File: config.mk
export PLATFORM = sky130hd
export DESIGN_NAME = seg_display_arbiter
export DESIGN_NICKNAME = d
export VERILOG_FILES = /design/src/rtl/seg_display_arbiter_pkg.sv /design/src/rtl/seg_display_arbiter_rr_priority_pick.sv /design/src/rtl/seg_display_arbiter.sv
export SDC_FILE = /design/constraint.sdc
export NUM_CORES = 1
export LEC_CHECK = 0
export CORE_MARGIN = 8
export CORE_UTILIZATION = 35
export DETAILED_ROUTE_END_ITERATION = 6
export PLACE_DENSITY = 0.66
export SETUP_SLACK_MARGIN = 0.02
export SYNTH_ARGS = -nofsm -noshare
export SYNTH_HDL_FRONTEND = slang
export SYNTH_SLANG_ARGS = --single-unit
File: constraint.sdc
create_clock -name clk -period 2.6 [get_ports clk]
set_clock_uncertainty 0.15 [all_clocks]
set_input_delay 0.39 -clock clk [delete_from_list [all_inputs] [get_ports clk]]
set_output_delay 0.39 -clock clk [all_outputs]
set_load 0.005 [all_outputs]
File: src/rtl/seg_display_arbiter_pkg.sv
// Shared types and constants for the seven-segment display arbiter.
// The display is eight hex digits fed by 32-bit values with 8-bit digit masks.
package seg_disp_pkg;

   typedef enum logic [1:0] {
      IDLE    = 2'd0,
      HOLD    = 2'd1,
      RELEASE = 2'd2
   } state_t;

   localparam int DISP_DIGITS   = 8;
   localparam int DISP_W        = 32;
   localparam int DEFAULT_DWELL = 1000000;

endpackage

File: src/rtl/seg_display_arbiter_rr_priority_pick.sv
// Round-robin picker: first set request at or after rr_ptr, wrapping circularly.
// The request vector is doubled so the wrap-around search becomes a plain lowest-bit scan.
module rr_priority_pick #(
   parameter int N  = 4,
   parameter int IW = 2
) (
   input  logic [N-1:0]  req,
   input  logic [IW-1:0] rr_ptr,
   output logic [N-1:0]  pick,
   output logic [IW-1:0] index,
   output logic          valid
);

   localparam int DW = 2 * N;

   logic [DW-1:0] dbl;
   logic [DW-1:0] masked;
   int            pos;

   always_comb begin
      dbl    = {req, req};
      masked = dbl & ~((DW'(1) << rr_ptr) - DW'(1));
      valid  = 1'b0;
      pos    = 0;
      // Scan downward so the lowest set bit at or above rr_ptr wins.
      for (int p = DW - 1; p >= 0; p--) begin
         if (masked[p]) begin
            valid = 1'b1;
            pos   = p;
         end
      end
      index = (pos >= N) ? IW'(pos - N) : IW'(pos);
   end

   generate
      for (genvar gi = 0; gi < N; gi++) begin : g_pick
         assign pick[gi] = valid && (index == IW'(gi));
      end
   endgenerate

endmodule

File: src/rtl/seg_display_arbiter.sv
// Shares the 8-digit seven-segment display between NUM_REQ producers with
// round-robin fairness and a minimum dwell per owner under contention.
module seg_display_arbiter
   import seg_disp_pkg::*;
#(
   parameter int NUM_REQ      = 4,
   parameter int DWELL_CYCLES = DEFAULT_DWELL,
   parameter int CNT_W        = 20,
   localparam int OW          = (NUM_REQ > 1) ? $clog2(NUM_REQ) : 1
) (
   input  logic                          clk,
   input  logic                          reset,
   input  logic [NUM_REQ-1:0]            req,
   input  logic [NUM_REQ*DISP_W-1:0]     req_data,
   input  logic [NUM_REQ*DISP_DIGITS-1:0] req_mask,
   output logic [NUM_REQ-1:0]            grant,
   output logic [NUM_REQ-1:0]            done,
   output logic [OW-1:0]                 owner,
   output logic [DISP_W-1:0]             disp_value,
   output logic [DISP_DIGITS-1:0]        disp_mask,
   output logic                          disp_load
);

   state_t                 state_q, state_d;
   logic [OW-1:0]          rr_ptr_q, rr_ptr_d;
   logic [CNT_W-1:0]       cnt_q, cnt_d;
   logic [NUM_REQ-1:0]     grant_q, grant_d;
   logic [NUM_REQ-1:0]     done_q, done_d;
   logic [OW-1:0]          owner_q, owner_d;
   logic [DISP_W-1:0]      disp_value_q, disp_value_d;
   logic [DISP_DIGITS-1:0] disp_mask_q, disp_mask_d;
   logic                   disp_load_q, disp_load_d;

   logic [DISP_W-1:0]      data_arr [NUM_REQ];
   logic [DISP_DIGITS-1:0] mask_arr [NUM_REQ];

   generate
      for (genvar gi = 0; gi < NUM_REQ; gi++) begin : g_unpack
         assign data_arr[gi] = req_data[gi*DISP_W +: DISP_W];
         assign mask_arr[gi] = req_mask[gi*DISP_DIGITS +: DISP_DIGITS];
      end
   endgenerate

   logic [NUM_REQ-1:0] pick_onehot;
   logic [OW-1:0]      pick_idx;
   logic               pick_valid;

   rr_priority_pick #(
      .N  (NUM_REQ),
      .IW (OW)
   ) u_pick (
      .req    (req),
      .rr_ptr (rr_ptr_q),
      .pick   (pick_onehot),
      .index  (pick_idx),
      .valid  (pick_valid)
   );

   logic [DISP_W-1:0]      owner_data;
   logic [DISP_DIGITS-1:0] owner_mask;
   logic                   owner_req;
   logic                   others_pending;
   logic                   hold_expired;
   logic                   leave_hold;
   logic [OW-1:0]          next_ptr;

   assign owner_data     = data_arr[owner_q];
   assign owner_mask     = mask_arr[owner_q];
   assign owner_req      = req[owner_q];
   assign others_pending = |(req & ~grant_q);
   assign hold_expired   = (cnt_q == '0);
   // Dropping the request waives the dwell; expiry only yields if someone else waits.
   assign leave_hold     = !owner_req || (hold_expired && others_pending);
   assign next_ptr       = (owner_q == OW'(NUM_REQ - 1)) ? '0 : owner_q + OW'(1);

   always_ff @(posedge clk) begin
      if (reset) begin
         state_q      <= IDLE;
         rr_ptr_q     <= '0;
         cnt_q        <= '0;
         grant_q      <= '0;
         done_q       <= '0;
         owner_q      <= '0;
         disp_value_q <= '0;
         disp_mask_q  <= '0;
         disp_load_q  <= 1'b0;
      end else begin
         state_q      <= state_d;
         rr_ptr_q     <= rr_ptr_d;
         cnt_q        <= cnt_d;
         grant_q      <= grant_d;
         done_q       <= done_d;
         owner_q      <= owner_d;
         disp_value_q <= disp_value_d;
         disp_mask_q  <= disp_mask_d;
         disp_load_q  <= disp_load_d;
      end
   end

   always_comb begin
      state_d = state_q;
      case (state_q)
         IDLE:    if (pick_valid) state_d = HOLD;
         HOLD:    if (leave_hold) state_d = RELEASE;
         RELEASE: state_d = IDLE;
         default: state_d = IDLE;
      endcase
   end

   always_comb begin
      grant_d      = grant_q;
      done_d       = '0;
      owner_d      = owner_q;
      disp_value_d = disp_value_q;
      disp_mask_d  = disp_mask_q;
      disp_load_d  = 1'b0;
      rr_ptr_d     = rr_ptr_q;
      cnt_d        = cnt_q;
      case (state_q)
         IDLE: begin
            grant_d = '0;
            if (pick_valid) begin
               grant_d      = pick_onehot;
               owner_d      = pick_idx;
               disp_value_d = data_arr[pick_idx];
               disp_mask_d  = mask_arr[pick_idx];
               disp_load_d  = 1'b1;
               cnt_d        = CNT_W'(DWELL_CYCLES - 1);
            end
         end
         HOLD: begin
            disp_value_d = owner_data;
            disp_mask_d  = owner_mask;
            disp_load_d  = (owner_data != disp_value_q) || (owner_mask != disp_mask_q);
            if (leave_hold) begin
               grant_d  = '0;
               done_d   = grant_q;
               rr_ptr_d = next_ptr;
            end else begin
               cnt_d = hold_expired ? CNT_W'(DWELL_CYCLES - 1) : cnt_q - CNT_W'(1);
            end
         end
         default: grant_d = '0;
      endcase
   end

   assign grant      = grant_q;
   assign done       = done_q;
   assign owner      = owner_q;
   assign disp_value = disp_value_q;
   assign disp_mask  = disp_mask_q;
   assign disp_load  = disp_load_q;

endmodule

==> results of run 1 <==
[cells in the final DEF (no fill, tap or decap), types with 24 or more instances in the layout]
cell type / Yosys / layout
a21oi_1: 98 / 97
buf_12: 0 / 24
buf_4: 2 / 32
clkdlybuf4s50_1: 0 / 215
dfxtp_1: 75 / 73
mux2i_1: 42 / 42
mux4_2: 40 / 40
nand3_1: 41 / 41
nor2_1: 107 / 106
o21ai_0: 39 / 39
o21ai_1: 48 / 48
o221a_1: 40 / 40
xor2_1: 44 / 44
[path summary, 6_finish.rpt]
check,endpoint,slack [ps],cells past startpoint
worst max-delay path,disp_load$_SDFF_PP0_,70,8
worst min-delay path,cnt_q[17]$_SDFFE_PP0P_,330,1
worst max register to register,disp_load$_SDFF_PP0_,70,8
worst min register to register,cnt_q[17]$_SDFFE_PP0P_,330,1
[metal layers]
metal | GRT usage [%] | vias up | wire (um)
li1 | - | 3336 | -
met1 | 28.9 | 3438 | 10800
met2 | 35.6 | 388 | 12400
met3 | 4.24 | 49 | 2490
met4 | 10.0 | 0 | 831
met5 | 0 | - | 0
[worst reg2reg max path: cells and delay by family, from the launching register on]
| family | cells | cell delay, ps |
|---|---|---|
| simple gates | 4 | 780 |
| mux | 1 | 550 |
| flops | 1 | 410 |
| buf+inv | 2 | 340 |
| xor+xnor | 1 | 180 |
[per-stage QoR]
step,utilization (%),power (mW),area (um2),setup TNS (ps),instances
2_1_floorplan,-,2.87,6350,0,768
3_3_place_gp,51.6,4.07,9230,-3660,1195
3_5_place_dp,51.6,4.09,9230,-4650,1195
4_1_cts,53.9,5.64,9650,0,1215
5_1_grt,53.9,5.92,9650,-53.8,1216
6_report,53.9,5.64,9660,0,1217
[layout make-up]
class / count / share of cell area (%)
clock inverter: 7 / 1.30
antenna: 2 / 0.0518
clock buffer: 9 / 2.33
inverter: 10 / 0.389
tap: 229 / 2.97
multi-input combinational: 613 / 47.6
sequential: 75 / 15.6
timing repair buffer: 272 / 29.8
[where the power goes]
part,switching [mW],internal [mW]
clock,0.556,0.947
sequential,0.208,1.32
combinational,1.27,1.34
total,2.04,3.60
[repair_timing]
action / CTS / global route
endpoints found under the setup margin: 1 / 10
gates resized for setup: 4 / 1
pin swaps: 3 / 1
setup buffers: 4 / 0
[cell families (layout without fill, tap and decap cells)]
kind of cell | count (synthesis) | count (layout) | share of synthesized area (%)
AOI/OAI and AO/OA | 260 | 260 | 26.3
xor gates and xnor gates | 48 | 48 | 6.62
adders and majority gates | 4 | 4 | 0.788
buffers and inverters | 80 | 298 | 5.30
DFF | 75 | 75 | 23.6
muxes | 83 | 83 | 21.0
other | 0 | 2 | 0
and+or+nand+nor | 218 | 218 | 16.4
[flip-flops by register name (all words and copies together) (netlist names)]
| register | count |
|---|---|
| disp_mask | 8 |
| owner | 2 |
| cnt_q | 20 |
| done | 4 |
| grant | 4 |
| disp_value | 32 |
| state_q | 2 |
| rr_ptr_q | 2 |
| disp_load | 1 |
==> reports/qor.csv, run 1 <==
stage;metric;value;unit
run_status;outcome;finished clean;
clocking;cts_buffer_depth;2;
routing;detail_route.vias_per_cell;5.93;
routing;drt.antenna.violating_nets;0;
sta;finalHoldViolCount;0;
finish;fillerInstances;1683;
worst_setup_path;critical_path_class;reg -> reg;
finish;design.final.nets;1151;
clocking;worst_skew_pair.late_latency;350;ps
worst_setup_path;worstPathCellList;buf_12 -> mux4_2 -> xor2_1 -> nor4_2 -> buf_4 -> nand4_1 -> nor4_1 -> nor3b_1;
yosys;ys_ff_latch;75;
yosys;post-synth-top-area-cell;dfxtp_1;
worst_setup_path;cp_data_arrival_time;2600;ps
worst_setup_path;cp.buffers_inverters;2;
sta;rsz0062_at_grt;true;
clocking;cts-hold-fix-buffers;0;
die;die_span_x;151;um
routing;first_pass_iters;7;
global_routing;grt.total_usage;22.4;%
hold_path;hold_path_class;reg -> reg;
worst_setup_path;worst_r2r_startpoint;owner[0]$_SDFFE_PP0P_;
clocking;cts_made_buffers;9;
routing;detailedRoute.firstIterationViolations;584;
routing;remaining_drc_errors;0;
worst_setup_path;setup_crit_end_kind;flop;
placed_design;dp_hpwl;18700;um
clocking;htreeDepth;3;
die;dieHeight;151;um
clocking;clk_pin_slew_worst_paths;60;ps
global_routing;grt_remaining_overflow;0;
yosys;yosysMostFrequentCell;nor2_1;
finish;ff_latch_area;1510;um2
die;starting_utilization_of_the_core_area;35.5;%
yosys;synth.yosys.seq_area_share;23.6;%
yosys;synthesis.nets;938;
worst_setup_path;critPathLaunch;owner[0]$_SDFFE_PP0P_;
yosys;syn-cell-area;6350;um2
worst_setup_path;timing.critical_path.from_type;flop;
clocking;numClockSinks;75;
placed_design;dp_slack;-315;ps
worst_setup_path;crit_fanout;12;
yosys;yosys-top-cells-count;107 x nor2_1, 98 x a21oi_1, 75 x dfxtp_1, 48 x o21ai_1, 44 x xor2_1;
yosys;synthesis.instances;768;
die;fp.coreArea;17900;um2
clocking;cell_chosen_for_the_clock_root;clkbuf_16;
hold_path;timing.hold.worst.start;cnt_q[17]$_SDFFE_PP0P_;
sta;finalMaxSlewViolations;0;
worst_setup_path;critical-path-top-delay-family;simple AND/OR/NAND/NOR gates;
yosys;post_synth.cell_area_avg;8.27;um2
global_routing;first_global_vias;7032;
job;max_capacitance_violation_count;0;
global_routing;grt_antenna_before_repair;1;
sta;max_freq;0.396;GHz
clocking;clock_tree_from_tritoncts;done;
sta;timing.final.crit_share;97.2;%
finish;post_route_cells_drive_above_1_share;13.9;%
sta;worst-slew-pin-transition;583;ps
yosys;synth_async_sr_flop_share;0;%
yosys;synth_edf_count;0;
routing;route.vias.total;7211;
die;ioPinCount;217;
yosys;yosys_warnings;0;
sta;setup_viol_count_final;0;
pwr;power_leakage;3.60;nW
worst_setup_path;timing.critical_path.slowest_cell_delay;540;ps
yosys;netlist_top_cells_area;dfxtp_1 24%, mux4_2 14%, a21oi_1 7.7%;
sta;layout_setup_ws;73.4;ps
pwr;power_per_cell_area;584;nW/um2
placed_design;buffer_ports.inserted;216;
yosys;netlist-cell-type-count;55;
routing;postRouteWirelength;26400;um
global_routing;grt_max_degree;43;
die;die-area;22700;um2
sta;max-slew-margin-rel;61.1;%
routing;routedWlPerCell;21.7;um
worst_setup_path;crit_slowest_cell;mux4_2;
pwr;power.ir.vdd_worst;0.347;mV
sta;timing.final.crit_period;2530;ps
placed_design;globalplace.congestion;0.847;
global_routing;grt_pass1_wl;39700;um
finish;multi_input_area;4590;um2
finish;area.growth.synth_to_final;52.0;%
worst_setup_path;worst_endpoint_required_time;2670;ps
yosys;synth_largest_type_area_fraction;23.6;%
die;std_cell_rows;49;
yosys;ys.flop_type;dfxtp_1;
sta;finalHoldWorstSlack;328;ps
Power figures use the tool's default switching activity.
==> run 2: changes to the inputs <==
Settings changed: MAX_ROUTING_LAYER from default to met4.
==> reports/qor.csv, run 2 (synthesized netlist as in run 1, its figures left out) <==
stage;metric;value;unit
run_status;outcome;finished clean;
die;fp.coreArea;17900;um2
die;dieHeight;151;um
worst_setup_path;timing.critical_path.from_type;flop;
clocking;clock_tree_from_tritoncts;done;
sta;max-slew-margin-rel;60.7;%
clocking;cell_chosen_for_the_clock_root;clkbuf_16;
worst_setup_path;crit_fanout;12;
routing;routedWlPerCell;21.8;um
worst_setup_path;timing.critical_path.slowest_cell_delay;550;ps
global_routing;grt.total_usage;23.0;%
worst_setup_path;cp.buffers_inverters;2;
worst_setup_path;r2r.worst_path.cells;8;
finish;layout.cells.most_common_list;215 x clkdlybuf4s50_1, 106 x nor2_1, 97 x a21oi_1, 73 x dfxtp_1, 48 x o21ai_1;
finish;final_common_cell;clkdlybuf4s50_1;
finish;post_route_cells_drive_above_1_share;13.9;%
sta;layout_setup_ws;65.1;ps
sta;timing.final.crit_period;2530;ps
clocking;cts_made_buffers;9;
worst_setup_path;reg2reg_setup_slack;70;ps
routing;remaining_drc_errors;0;
routing;first_pass_iters;5;
clocking;clk_pin_slew_worst_paths;60;ps
placed_design;buffer_ports.inserted;216;
pwr;power.ir.vdd_worst;0.350;mV
finish;largest_register_ffs;32;
die;die-area;22700;um2
clocking;cts-hold-fix-buffers;0;
worst_setup_path;critical_path_class;reg -> reg;
worst_setup_path;critical-path-top-delay-family;simple AND/OR/NAND/NOR gates;
die;std_cell_rows;49;
routing;detail_route.vias_per_cell;5.93;
sta;rsz0062_at_grt;true;
global_routing;grt_max_degree;43;
global_routing;first_global_vias;7021;
routing;drt.antenna.violating_nets;0;
hold_path;hold-path-cell-count;1;
routing;route.vias.total;7213;
sta;worst-slew-pin-transition;590;ps
routing;postRouteWirelength;26500;um
die;die_span_x;151;um
pwr;power_per_cell_area;584;nW/um2
placed_design;globalplace.congestion;0.860;
worst_setup_path;cp_data_arrival_time;2610;ps
worst_setup_path;setup_crit_end_kind;flop;
worst_setup_path;crit_slowest_cell;mux4_2;
sta;max_freq;0.394;GHz
placed_design;dp_slack;-315;ps
pwr;power;5.64;mW
clocking;cts_buffer_depth;2;
sta;finalHoldViolCount;0;
clocking;worst_skew_pair.late_latency;350;ps
pwr;power_leakage;3.60;nW
clocking;numClockSinks;75;
finish;design.final.nets;1151;
global_routing;grt_antenna_before_repair;1;
global_routing;grt_pass1_wl;39700;um
die;starting_utilization_of_the_core_area;35.5;%
job;max_capacitance_violation_count;0;
placed_design;dp_hpwl;18700;um
worst_setup_path;worst_endpoint_required_time;2670;ps
worst_setup_path;critical_path_cell_count;8;
hold_path;hold_path_class;reg -> reg;
sta;timing.final.crit_share;97.5;%
sta;setup_viol_count_final;0;
routing;detailedRoute.firstIterationViolations;531;
global_routing;grt_remaining_overflow;0;
finish;area.growth.synth_to_final;52.0;%
sta;finalMaxSlewViolations;0;
die;ioPinCount;217;
worst_setup_path;worstPathCellList;buf_12 -> mux4_2 -> xor2_1 -> nor4_2 -> buf_4 -> nand4_1 -> nor4_1 -> nor3b_1;
clocking;htreeDepth;3;
-- run 2: cell counts in the layout (fill, tap and decap cells not counted) --
Identical to the previous run, type by type.
-- run 2: path summary, 6_finish.rpt --
check                               from                endpoint
setup reg to reg   owner[0]$_SDFFE_PP0P_    disp_load$_SDFF_PP0_
setup / recovery   owner[0]$_SDFFE_PP0P_    disp_load$_SDFF_PP0_
hold / removal    cnt_q[17]$_SDFFE_PP0P_  cnt_q[17]$_SDFFE_PP0P_
hold reg to reg   cnt_q[17]$_SDFFE_PP0P_  cnt_q[17]$_SDFFE_PP0P_
-- run 2: worst register-to-register path: cells and delay by family (launching register included) --
kind,cells,cell delay (ps)
xor+xnor,1,180
buf+inv,2,340
mux,1,560
simple gates,4,780
flops,1,410
-- run 2: area by class of cell --
type                       count  area, um2
sequential                    75       1510
tap                          229        287
inverter                      10       37.5
clock buffer                   9        225
timing repair buffer         272       2880
multi-input combinational    613       4590
fill                        1683       8250
antenna                        2       5.00
clock inverter                 7        125
-- run 2: repair_timing --
item                                    in CTS  in global routing
gates resized for setup                      4                  1
buffers inserted                             4                  0
gates cloned                                 0                  0
pin swaps                                    3                  1
endpoints found under the setup margin       1                 10
-- run 2: metal layers --
layer	up-vias	GRT usage [%]	share of wire, %
li1	3344	-	-
met1	3440	29.4	41
met2	383	35.4	47
met3	46	3.58	8.9
met4	0	10.0	2.9
met5	-	-	0
-- run 2: metrics by stage --
stage	setup TNS [ps]	utilization [%]	instance area (um2)	cells	hold WS (ps)
finish	0	53.9	9660	1217	328
global route	-54.3	53.9	9650	1216	348
CTS	0	53.9	9650	1215	326
detailed placement	-4650	51.6	9230	1195	314
global placement	-3660	51.6	9230	1195	312
floorplan	0	-	6350	768	290
-- run 2: power breakdown --
part	internal, mW	total [mW]	switching [mW]
Sequential	1.32	1.53	0.208
Combinational	1.34	2.61	1.28
Clock	0.947	1.51	0.558
==> run 3: changes to the inputs <==
Settings changed: CELL_PAD_IN_SITES_DETAIL_PLACEMENT from default to 1, CELL_PAD_IN_SITES_GLOBAL_PLACEMENT from default to 2, CORE_UTILIZATION 35 to 24, PLACE_DENSITY 0.66 to 0.78.
==> reports/qor.csv, run 3 (synthesized netlist as in run 1, its figures left out) <==
stage;metric;value;unit
worst_setup_path;critical_path_class;reg -> reg;
sta;rsz0062_at_grt;true;
worst_setup_path;cp_data_arrival_time;2670;ps
die;std_cell_rows;59;
die;dieHeight;179;um
routing;postRouteWirelength;32000;um
hold_path;hold_path_class;in -> reg;
global_routing;first_global_vias;7948;
pwr;power_leakage;3.84;nW
worst_setup_path;reg2reg_setup_slack;-10;ps
sta;finalMaxSlewViolations;0;
die;die_span_x;179;um
finish;post_route_cells_drive_above_1_share;18.3;%
clocking;worst_skew_pair.late_latency;350;ps
clocking;cts-hold-fix-buffers;0;
run_status;violations;negative setup slack;
sta;max_freq;0.383;GHz
pwr;power;5.77;mW
die;ioPinCount;217;
sta;max-slew-margin-rel;54.3;%
worst_setup_path;timing.critical_path.from_type;flop;
routing;drt.antenna.violating_nets;0;
finish;final_common_cell;clkdlybuf4s50_1;
routing;detailedRoute.firstIterationViolations;421;
sta;finalHoldWorstSlack;273;ps
worst_setup_path;critPathLaunch;owner[0]$_SDFFE_PP0P_;
routing;first_pass_iters;5;
sta;timing.final.crit_share;100;%
sta;layout_setup_ws;-12.2;ps
global_routing;grt_pass1_wl;46400;um
run_status;outcome;finished, violations left;
clocking;cell_chosen_for_the_clock_root;clkbuf_16;
finish;ff_latch_area;1510;um2
routing;route.vias.total;7436;
finish;post-route-cell-area;10200;um2
sta;fin_setup_tns;-12.2;ps
clocking;clk_pin_slew_worst_paths;70;ps
die;starting_utilization_of_the_core_area;24.4;%
sta;worst-slew-pin-transition;683;ps
sta;setup_viol_count_final;1;
sta;timing.final.crit_period;2610;ps
die;die-area;31900;um2
placed_design;buffer_ports.inserted;216;
pwr;power_per_cell_area;564;nW/um2
hold_path;hold_path_end;state_q[1]$_SDFFE_PP0P_;
routing;detail_route.vias_per_cell;5.42;
global_routing;grt_antenna_before_repair;5;
pwr;power.ir.vdd_worst;0.307;mV
worst_setup_path;worst_r2r_startpoint;owner[0]$_SDFFE_PP0P_;
job;max_capacitance_violation_count;0;
die;fp.coreArea;26100;um2
global_routing;grt_remaining_overflow;0;
finish;largest_register_ffs;32;
clocking;cts_buffer_depth;2;
clocking;cts_made_buffers;9;
worst_setup_path;setup_crit_end_kind;flop;
sta;finalHoldViolCount;0;
worst_setup_path;r2r_path_end;disp_load$_SDFF_PP0_;
finish;fillerInstances;3030;
worst_setup_path;worst_endpoint_required_time;2660;ps
clocking;clock_tree_from_tritoncts;done;
worst_setup_path;r2r.worst_path.cells;7;
worst_setup_path;crit_fanout;7;
clocking;numClockSinks;75;
global_routing;grt_max_degree;42;
hold_path;timing.hold.worst.start;reset;
routing;remaining_drc_errors;0;
placed_design;postPlaceCellArea;9540;um2
finish;layout.cells.most_common_list;215 x clkdlybuf4s50_1, 105 x nor2_1, 97 x a21oi_1, 73 x dfxtp_1, 72 x buf_4;
placed_design;dp_hpwl;22800;um
global_routing;grt.total_usage;19.3;%
finish;multi_input_area;4650;um2
clocking;htreeDepth;3;
finish;layout.core_utilization;39.3;%
finish;area.growth.synth_to_final;61.1;%
routing;routedWlPerCell;23.3;um
finish;design.final.nets;1196;
hold_path;hold-path-cell-count;3;
placed_design;globalplace.congestion;0.821;
[run 3: cell types whose count changed in the layout (fill, tap and decap cells not counted), sizes merged]
cell | before | now
diode | 2 | 5
inv | 11 | 10
clkinv | 3 | 2
buf | 57 | 98
bufinv | 3 | 1
clkbuf | 9 | 16
clkinvlp | 0 | 1
[run 3: worst max-delay path by stage]
stage,slack [ps],end
after floorplan,140,disp_load$_SDFF_PP0_
after global placement,-370,disp_load$_SDFF_PP0_
after detailed placement,-400,disp_load$_SDFF_PP0_
after CTS,-70,disp_load$_SDFF_PP0_
after global routing,-60,disp_load$_SDFF_PP0_
final,-10,disp_load$_SDFF_PP0_
[run 3: critical path, stage by stage (launching register included)]
cell,delay (ps)
dfxtp_4,410
buf_12,150
mux4_2,540
xor2_1,230
nor4_2,420
nand4_1,160
nor4_2,310
nor3b_1,80
[run 3: through the flow]
stage,instances,worst slack [ps]
2_1_floorplan,768,136
3_3_place_gp,1329,-373
3_5_place_dp,1329,-398
4_1_cts,1346,-67.2
5_1_grt,1371,-64.7
6_report,1371,-12.2
[run 3: layout make-up]
type                       count  area share [%]
multi-input combinational    613            45.5
timing repair buffer         317            32.2
sequential                    75            14.7
tap                          335            4.10
clock buffer                  12            2.60
clock inverter                 4           0.465
inverter                      10           0.367
antenna                        5           0.122
[run 3: power by group]
group          switching, mW  internal, mW
clock network          0.551         0.820
registers              0.208          1.32
logic                   1.41          1.46
total                   2.17          3.60
[run 3: routing by layer]
layer / track usage [%] / wire length (um)
met1: 23.3 / 13800
met2: 31.4 / 15500
met3: 3.18 / 1740
met4: 8.06 / 945
met5: - / 0
[run 3: what timing repair did]
| action | 4_1_cts | 5_1_grt |
|---|---|---|
| resized for setup | 5 | 10 |
| setup buffers | 1 | 16 |
| pin swaps | 0 | 8 |
| endpoints found under the setup margin | 43 | 49 |
| cloned | 0 | 4 |
